### src/rtl/div_unit.sv
`timescale 1ns/1ps
`default_nettype none
// ============================================================================
// Module      : div_unit
// Description : Multi-cycle 32-bit DIV/DIVU unit for the EX stage. Radix-2
//               restoring division, one quotient bit per cycle, returning
//               {remainder, quotient} for the HI/LO path. Holds a stall
//               request while a division is in flight.
// Revision    : 1.0 - initial release
// ============================================================================
module div_unit #(
    parameter int WIDTH = 32
) (
    input  logic                 clk_i,
    input  logic                 rst_n_i,
    input  logic                 start_i,
    input  logic                 signed_i,
    input  logic                 annul_i,
    input  logic [WIDTH-1:0]     dividend_i,
    input  logic [WIDTH-1:0]     divisor_i,
    output logic [2*WIDTH-1:0]   result_o,
    output logic                 ready_o,
    output logic                 busy_o
);

    // ------------------------------------------------------------------------
    // State encoding
    // ------------------------------------------------------------------------
    localparam logic [1:0] S_IDLE  = 2'd0;
    localparam logic [1:0] S_DZERO = 2'd1;
    localparam logic [1:0] S_RUN   = 2'd2;
    localparam logic [1:0] S_DONE  = 2'd3;

    // Index of the final RUN iteration (32 iterations: 0..31)
    localparam logic [5:0] LAST_ITER = 6'd31;

    // ------------------------------------------------------------------------
    // Registers
    // ------------------------------------------------------------------------
    logic [1:0]           state;
    logic [5:0]           count;
    logic [WIDTH-1:0]     rem;
    logic [WIDTH-1:0]     quo;
    logic [WIDTH-1:0]     dvsr;
    logic                 sign_q;
    logic                 sign_r;
    logic [2*WIDTH-1:0]   result;

    // ------------------------------------------------------------------------
    // Combinational nets
    // ------------------------------------------------------------------------
    logic [1:0]           state_nx;
    logic                 accept;
    logic                 last_iter;
    logic                 dvsr_zero;
    logic [WIDTH-1:0]     dividend_mag;
    logic [WIDTH-1:0]     divisor_mag;
    logic [WIDTH:0]       trial;
    logic [WIDTH-1:0]     rem_nx;
    logic [WIDTH-1:0]     quo_nx;
    logic [WIDTH-1:0]     quo_fix;
    logic [WIDTH-1:0]     rem_fix;

    // Start acceptance: only in IDLE, and annul always takes priority
    always_comb begin
        accept    = (state == S_IDLE) && start_i && !annul_i;
        last_iter = (state == S_RUN) && (count == LAST_ITER);
        dvsr_zero = (divisor_i == '0);
    end

    // Operand magnitudes; the most negative value maps onto itself, which is
    // exactly the unsigned magnitude 2^31 the iteration needs
    always_comb begin
        dividend_mag = (signed_i && dividend_i[WIDTH-1]) ? (~dividend_i + 1'b1) : dividend_i;
        divisor_mag  = (signed_i && divisor_i[WIDTH-1])  ? (~divisor_i  + 1'b1) : divisor_i;
    end

    // One restoring step: shift in the next dividend bit and try to subtract.
    // The partial remainder stays below 2^k after k steps, so the bit shifted
    // out of rem[WIDTH-1] is always zero.
    always_comb begin
        trial = {1'b0, rem[WIDTH-2:0], quo[WIDTH-1]} - {1'b0, dvsr};
        if (!trial[WIDTH]) begin
            rem_nx = trial[WIDTH-1:0];
            quo_nx = {quo[WIDTH-2:0], 1'b1};
        end else begin
            rem_nx = {rem[WIDTH-2:0], quo[WIDTH-1]};
            quo_nx = {quo[WIDTH-2:0], 1'b0};
        end
    end

    // Sign restoration of the final step's outputs (modulo 2^WIDTH)
    always_comb begin
        quo_fix = sign_q ? (~quo_nx + 1'b1) : quo_nx;
        rem_fix = sign_r ? (~rem_nx + 1'b1) : rem_nx;
    end

    // Next-state logic; annul returns to IDLE from any state
    always_comb begin
        state_nx = state;
        case (state)
            S_IDLE: begin
                if (accept) begin
                    state_nx = dvsr_zero ? S_DZERO : S_RUN;
                end
            end
            S_DZERO: begin
                state_nx = S_DONE;
            end
            S_RUN: begin
                if (count == LAST_ITER) begin
                    state_nx = S_DONE;
                end
            end
            S_DONE: begin
                state_nx = S_IDLE;
            end
            default: begin
                state_nx = S_IDLE;
            end
        endcase
        if (annul_i) begin
            state_nx = S_IDLE;
        end
    end

    // State register
    always_ff @(posedge clk_i or negedge rst_n_i) begin
        if (!rst_n_i) begin
            state <= S_IDLE;
        end else begin
            state <= state_nx;
        end
    end

    // Iteration counter: cleared when a division is accepted, counts RUN cycles
    always_ff @(posedge clk_i or negedge rst_n_i) begin
        if (!rst_n_i) begin
            count <= '0;
        end else if (accept) begin
            count <= '0;
        end else if (state == S_RUN) begin
            count <= count + 6'd1;
        end
    end

    // Operand capture in IDLE and the per-cycle restoring step during RUN
    always_ff @(posedge clk_i or negedge rst_n_i) begin
        if (!rst_n_i) begin
            rem    <= '0;
            quo    <= '0;
            dvsr   <= '0;
            sign_q <= 1'b0;
            sign_r <= 1'b0;
        end else if ((state == S_IDLE) && start_i) begin
            rem    <= '0;
            quo    <= dividend_mag;
            dvsr   <= divisor_mag;
            sign_q <= signed_i & (dividend_i[WIDTH-1] ^ divisor_i[WIDTH-1]);
            sign_r <= signed_i & dividend_i[WIDTH-1];
        end else if (state == S_RUN) begin
            rem    <= rem_nx;
            quo    <= quo_nx;
        end
    end

    // Result register: written only on a real transition into DONE, so an
    // annulled operation leaves the previous result visible
    always_ff @(posedge clk_i or negedge rst_n_i) begin
        if (!rst_n_i) begin
            result <= '0;
        end else if (!annul_i) begin
            if (state == S_DZERO) begin
                result <= '0;
            end else if (last_iter) begin
                result <= {rem_fix, quo_fix};
            end
        end
    end

    // Outputs: the stall request covers the accepting IDLE cycle combinationally
    // and drops in DONE so EX consumes the result in that cycle
    always_comb begin
        result_o = result;
        ready_o  = (state == S_DONE);
        busy_o   = rst_n_i && (accept || (state == S_DZERO) || (state == S_RUN));
    end

endmodule
`default_nettype wire

### config.mk
export PLATFORM = sky130hd
export DESIGN_NAME = div_unit
export DESIGN_NICKNAME = d
export VERILOG_FILES = /design/src/rtl/div_unit.sv
export SDC_FILE = /design/constraint.sdc
export NUM_CORES = 1
export LEC_CHECK = 0
export BUFFER_PORTS_ARGS = -buffer_cell sky130_fd_sc_hd__buf_2
export CAP_MARGIN = 20
export CORE_MARGIN = 2
export CORE_UTILIZATION = 23
export DETAILED_ROUTE_END_ITERATION = 10
export GPL_ROUTABILITY_DRIVEN = 1
export PLACE_DENSITY = 0.4
export SETUP_SLACK_MARGIN = 0.15
export SLEW_MARGIN = 20
export SYNTH_ARGS = -nofsm -noshare
export SYNTH_HDL_FRONTEND = slang
export SYNTH_SLANG_ARGS = --single-unit
export TNS_END_PERCENT = 5
### constraint.sdc
create_clock -name clk_i -period 6.5 [get_ports clk_i]
set_clock_uncertainty 0.1 [all_clocks]
set_input_delay 0.325 -clock clk_i [delete_from_list [all_inputs] [get_ports clk_i]]
set_output_delay 0.325 -clock clk_i [all_outputs]
set_load 0.03 [all_outputs]
# After elaboration in Yosys (flattened, before gate mapping)
# Cells that the tools add are included.
# word_totals
ff_bits	169
latch_bits	0
input_bits	69
romBits	0
mem_count	0
output_inout_bits	66
elab_cells	63
ram_bits	0
# classes
n_addsub	6
muxes	19
n_eq_ne	6
reduce_logical	16
bitwise	8
shifts	0
n_lt_le_gt_ge	0
n_div	0
multipliers	0
# ops
op	n
2-to-1 mux 32 bit	7
adder 32 x 1 -> 32 bit, second input constant	4
2-to-1 mux 64 bit	2
NOT 32 bit	4
2-to-1 mux 31 bit	2
subtractor 32 x 32 -> 33 bit	1
zero test 32 bit	1
2-to-1 mux 6 bit	2
2-to-1 mux 2 bit	4
one-hot mux 2 bit (4 select lines)	1
adder 6 x 1 -> 6 bit, second input constant	1
equality test 6 x 5 -> 1 bit, second input constant	1
logical AND 1 bit	6
inequality test 3 bit, second input constant	2
nonzero test 2 bit	3
equality test 2 bit, second input constant	2
AND reduction 2 bit	2
AND 1 bit	2
equality test 2 x 1 -> 1 bit, second input constant	1
zero test 2 bit	1
logical OR 1 bit	2
zero test 1 bit	1
2-to-1 mux 1 bit	1
NOT 1 bit	1
bitwise XOR 1 bit	1

# Logic depth before layout (Yosys ltp)
# logic_depth
word_depth	7
depth_mapped	26
depth_no_buf	22

# Worst setup path before layout
# OpenSTA, ideal clock, no wires.
# synth_path
kind	flip-flop to flip-flop
start	register quo[31]
end	register result[62] (netlist: result_o[62])
n_path_buf	4
t_required_ns	6.279
path_stages_with_launch	25
period_less_slack_ns	5.204
setup_slack_ns	1.296
setup_time_ns	0.121
arrival_time_ns	4.983
cell_sequence	dfrtp_1 -> inv_1 -> ha_1 -> fa_1 -> nor2b_4 -> o22a_1 -> a21oi_1 -> o41a_1 -> o21ai_1 -> buf_4 -> buf_4 -> buf_2 -> buf_2 -> nand2_1 -> o21ai_0 -> ha_1 -> nor3b_1 -> and3_1 -> nor3b_1 -> nand2_1 -> a22oi_2 -> nand4_2 -> o31ai_1 -> xnor2_1 -> a22o_1
# synth_via
elab_chain_cells	7
# synth_lines
item	line	text
from (decl)	43	logic [WIDTH-1:0] quo;
from (signal assigned)	157	quo <= dividend_mag;
from (signal assigned)	163	quo <= quo_nx;
subtractor 32 x 32 -> 33 bit	82	trial = {1'b0, rem[WIDTH-2:0], quo[WIDTH-1]} - {1'b0, dvsr};
2-to-1 mux 32 bit *	83	if (!trial[WIDTH]) begin
NOT 32 bit	95	rem_fix = sign_r ? (~rem_nx + 1'b1) : rem_nx;
adder 32 x 1 -> 32 bit	95	
2-to-1 mux 32 bit *	95	
2-to-1 mux 64 bit *	175	end else if (last_iter) begin
2-to-1 mux 64 bit *	173	if (state == S_DZERO) begin
to (signal assigned)	176	result <= {rem_fix, quo_fix};
to (decl)	47	logic [2*WIDTH-1:0] result;
# Mark *: on every way between the ends. The rest lies on a longest branch, timed or not. The select of a mux whose other input is x is not followed.
# A chain may end at the register's enable or synchronous reset.

# Final worst setup path
# Same ends and word-level chain as after synthesis.

==> results.cfg <==
[run_status]
outcome = completed

[yosys]
netlist_top_cells_area = dfrtp_1 34%, nand2_1 7.1%, o21ai_0 6.2%
syn-num-nets = 1600
ys_types = 81
synth_edf_count = 0
synth_largest_area_cell = dfrtp_1
synthAdderAreaFrac = 0.0435
synth_cells = 1489
syn_area_um2 = 12300
ys_ff_latch = 169
synthMuxAreaShare = 0.0434
synth-main-ff-cell = dfrtp_1
syn_avg_cell_area_um2 = 8.23
synth-compound-area-share = 0.230
ys_seq_area_frac = 0.345
async_flop_share = 1.00
yosys.area_share.simple = 0.198
yosys_warnings = 0
synth_top_family_by_area = compound AO/OA/AOI/OAI gates
synthDominantCellAreaShare = 0.345
synth-xor-area-share = 0.0972

[final_layout]
fin_cells = 2279
final_net_count = 1688
postLayoutCellArea_um2 = 14300
layout_commonest_cell = nand2_1
post-route-util = 0.271
syn_to_final_growth_pct = 16.3
final_cell_mix = 230 x nand2_1, 169 x dfrtp_1, 153 x o21ai_0, 133 x buf_2, 105 x nor2_1
drive_gt1_frac = 0.133

[clocking]
cts_sinks = 169
cts_resized = 0
path_clk_slew_ns = 0.08
worstSkewPairLatency_ns = 0.45
cts_tree = done
cts-root-buf = clkbuf_16
cts_buffers = 17
clock_path_buffers = 2
cts-htree-levels = 4

[critical_path]
crit_path_start_kind = flop
crit_fanout = 10
regToRegSetupSlack_ns = 1.27
cp-end-kind = flop
path_buf_inv = 1
required_ns = 6.75
crit_end = result_o[62]
r2r-start = quo[31]
critPathMaxStageDelay_ns = 0.47
slowest_stage = o41a_1
rr_worst_depth = 20
r2r-end = result_o[62]
worstSetupPathType = reg2reg
cp-startpoint = quo[31]
cp.depth = 20
cp.arrival_ns = 5.48
critical-path-top-delay-family = compound AO/OA/AOI/OAI gates
cp_cell_sequence = inv_1 > ha_1 > fa_1 > nor2b_4 > o22a_1 > a21oi_1 > o41a_1 > o21ai_4 > nand2_1 > o21ai_0 > ha_1 > nor3b_1 > and3_1 > nor3b_1 > nand2_1 > a22oi_2 > nand4_2 > o31ai_1 > xnor2_1 > a22o_1

[sta]
max_freq_mhz = 191
whs_ns = 0.0752
finalSetupViolCount = 0
rsz0062_at_grt = no
timing.setup.tns_ns = 0
post-route-period-util = 0.805
tightestPinTransition_ns = 1.08
fin_crit_ns = 5.23
slew_headroom = 0.282
finalHoldViolCount = 0
layout_setup_ws_ns = 1.27
drv_slew = 0

[drt]
avgRoutedWirePerCell_um = 18.1
ant_nets = 0
dr.pass1.iters = 5
drc = 0
vias = 10900
drt_iter0_markers = 795
wirelength_mm = 41.2
via_per_inst = 4.78

[min_path]
whs_path_depth = 3
holdCritPathClass = in2reg

[floorplanning]
std_cell_rows = 84
io_pins = 135
die-width_um = 235
chipHeight_um = 235
initial_utilization = 0.233
die-area_um2 = 55200
coreArea_um2 = 52700

[placement]
numPortBuffers = 134
placed_cells = 2244
placed_cell_area_um2 = 13600
post-place-ws_ns = 1.25
place_congestion = 0.849
hpwl_mm = 31.7

[run]
maxCapViolCount = 0

[global_route]
grt_util_met1 = 0.233
antenna_found_initial = 2
grtUsageTotal = 0.148
grt_pass1_vias = 10500
grt_pass1_wl_mm = 64.2
grt_use_met2 = 0.205
grt-busiest-layer = met1
grt_max_degree = 128
overflow = 0
grtUsageMet3 = 0.0223

[pwr]
p_total_mw = 8.85
p_leak_nw = 5.99
cellPowerDensity_nw_per_um2 = 621
ir_worst_vdd_uv = 220
synthesized netlist by cell type (5+ instances only):
cell and count:
nor2_1 105, and2_1 10, nor4_1 18, or2_2 8
or4_1 8, nor3_1 28, a31oi_1 14, dfrtp_1 169
a21o_1 10, nand2b_1 10, buf_2 11, o211ai_1 10
nor3b_1 7, a21oi_1 72, nand4_1 11, a22o_1 13
o41ai_1 13, and3_1 11, ha_1 41, nor2b_1 6
o21ai_0 153, o31ai_1 34, inv_1 52, nand2_1 231
o21ai_1 26, buf_1 8, xnor2_1 65, xor2_1 71
o31a_1 6, o21a_1 11, o41a_1 5, clkbuf_1 59
a21boi_0 5, mux2i_1 52, a211oi_1 30, nand3_1 21
or3_1 20
sequential cells by signal (all words and copies together), names as in the netlist:
name,flops
count,6
result_o,64
rem,31
dvsr,32
quo,32
sign_q,1
sign_r,1
state,2
logic make-up (layout without fill, tap and decap cells):
| logic type | Yosys count | after routing |
|---|---|---|
| buf+inv | 133 | 234 |
| compound gates | 439 | 439 |
| flops | 169 | 169 |
| simple gates | 517 | 517 |
| xor+xnor | 136 | 136 |
| other cells | 0 | 1 |
| mux | 53 | 53 |
| fa+ha+maj | 42 | 42 |
worst min-delay path by stage:
stage	start	end
final	dividend_i[1]	quo[1]
after global placement	rst_n_i	dvsr[9]
after CTS	dividend_i[1]	quo[1]
after detailed placement	rst_n_i	dvsr[9]
after global routing	dividend_i[1]	quo[1]
after floorplan	rst_n_i	count[0]
repair_timing:
item / CTS / global route
buffers inserted: 0 / 0
hold endpoints to repair: 42 / 0
hold buffers: 1 / 0
tightest hold or removal path, stage by stage:
cell and delay, ns:
buf_2 0.12, nand2_1 0.06, a31oi_1 0.08
metal layers:
metal,up-vias,part of all wire
met1,5158,0.54
li1,5498,-
met5,-,0.00017
met2,217,0.40
met4,2,0.014
met3,28,0.040
area by class of cell:
class / count / area (um^2)
inverter: 53 / 199
fill: 5725 / 38400
sequential: 169 / 4230
timing repair buffer: 149 / 817
antenna: 1 / 2.50
clock buffer: 18 / 439
clock inverter: 14 / 171
tap: 688 / 861
multi-input combinational: 1187 / 7540
power by group:
part / internal, mW / switching, mW / total, mW
combinational: 1.99 / 3.74 / 5.74
clock: 0.564 / 0.523 / 1.09
sequential: 1.53 / 0.498 / 2.03
total: 4.08 / 4.76 / 8.85
No activity file was read; power rests on OpenSTA's default activity.
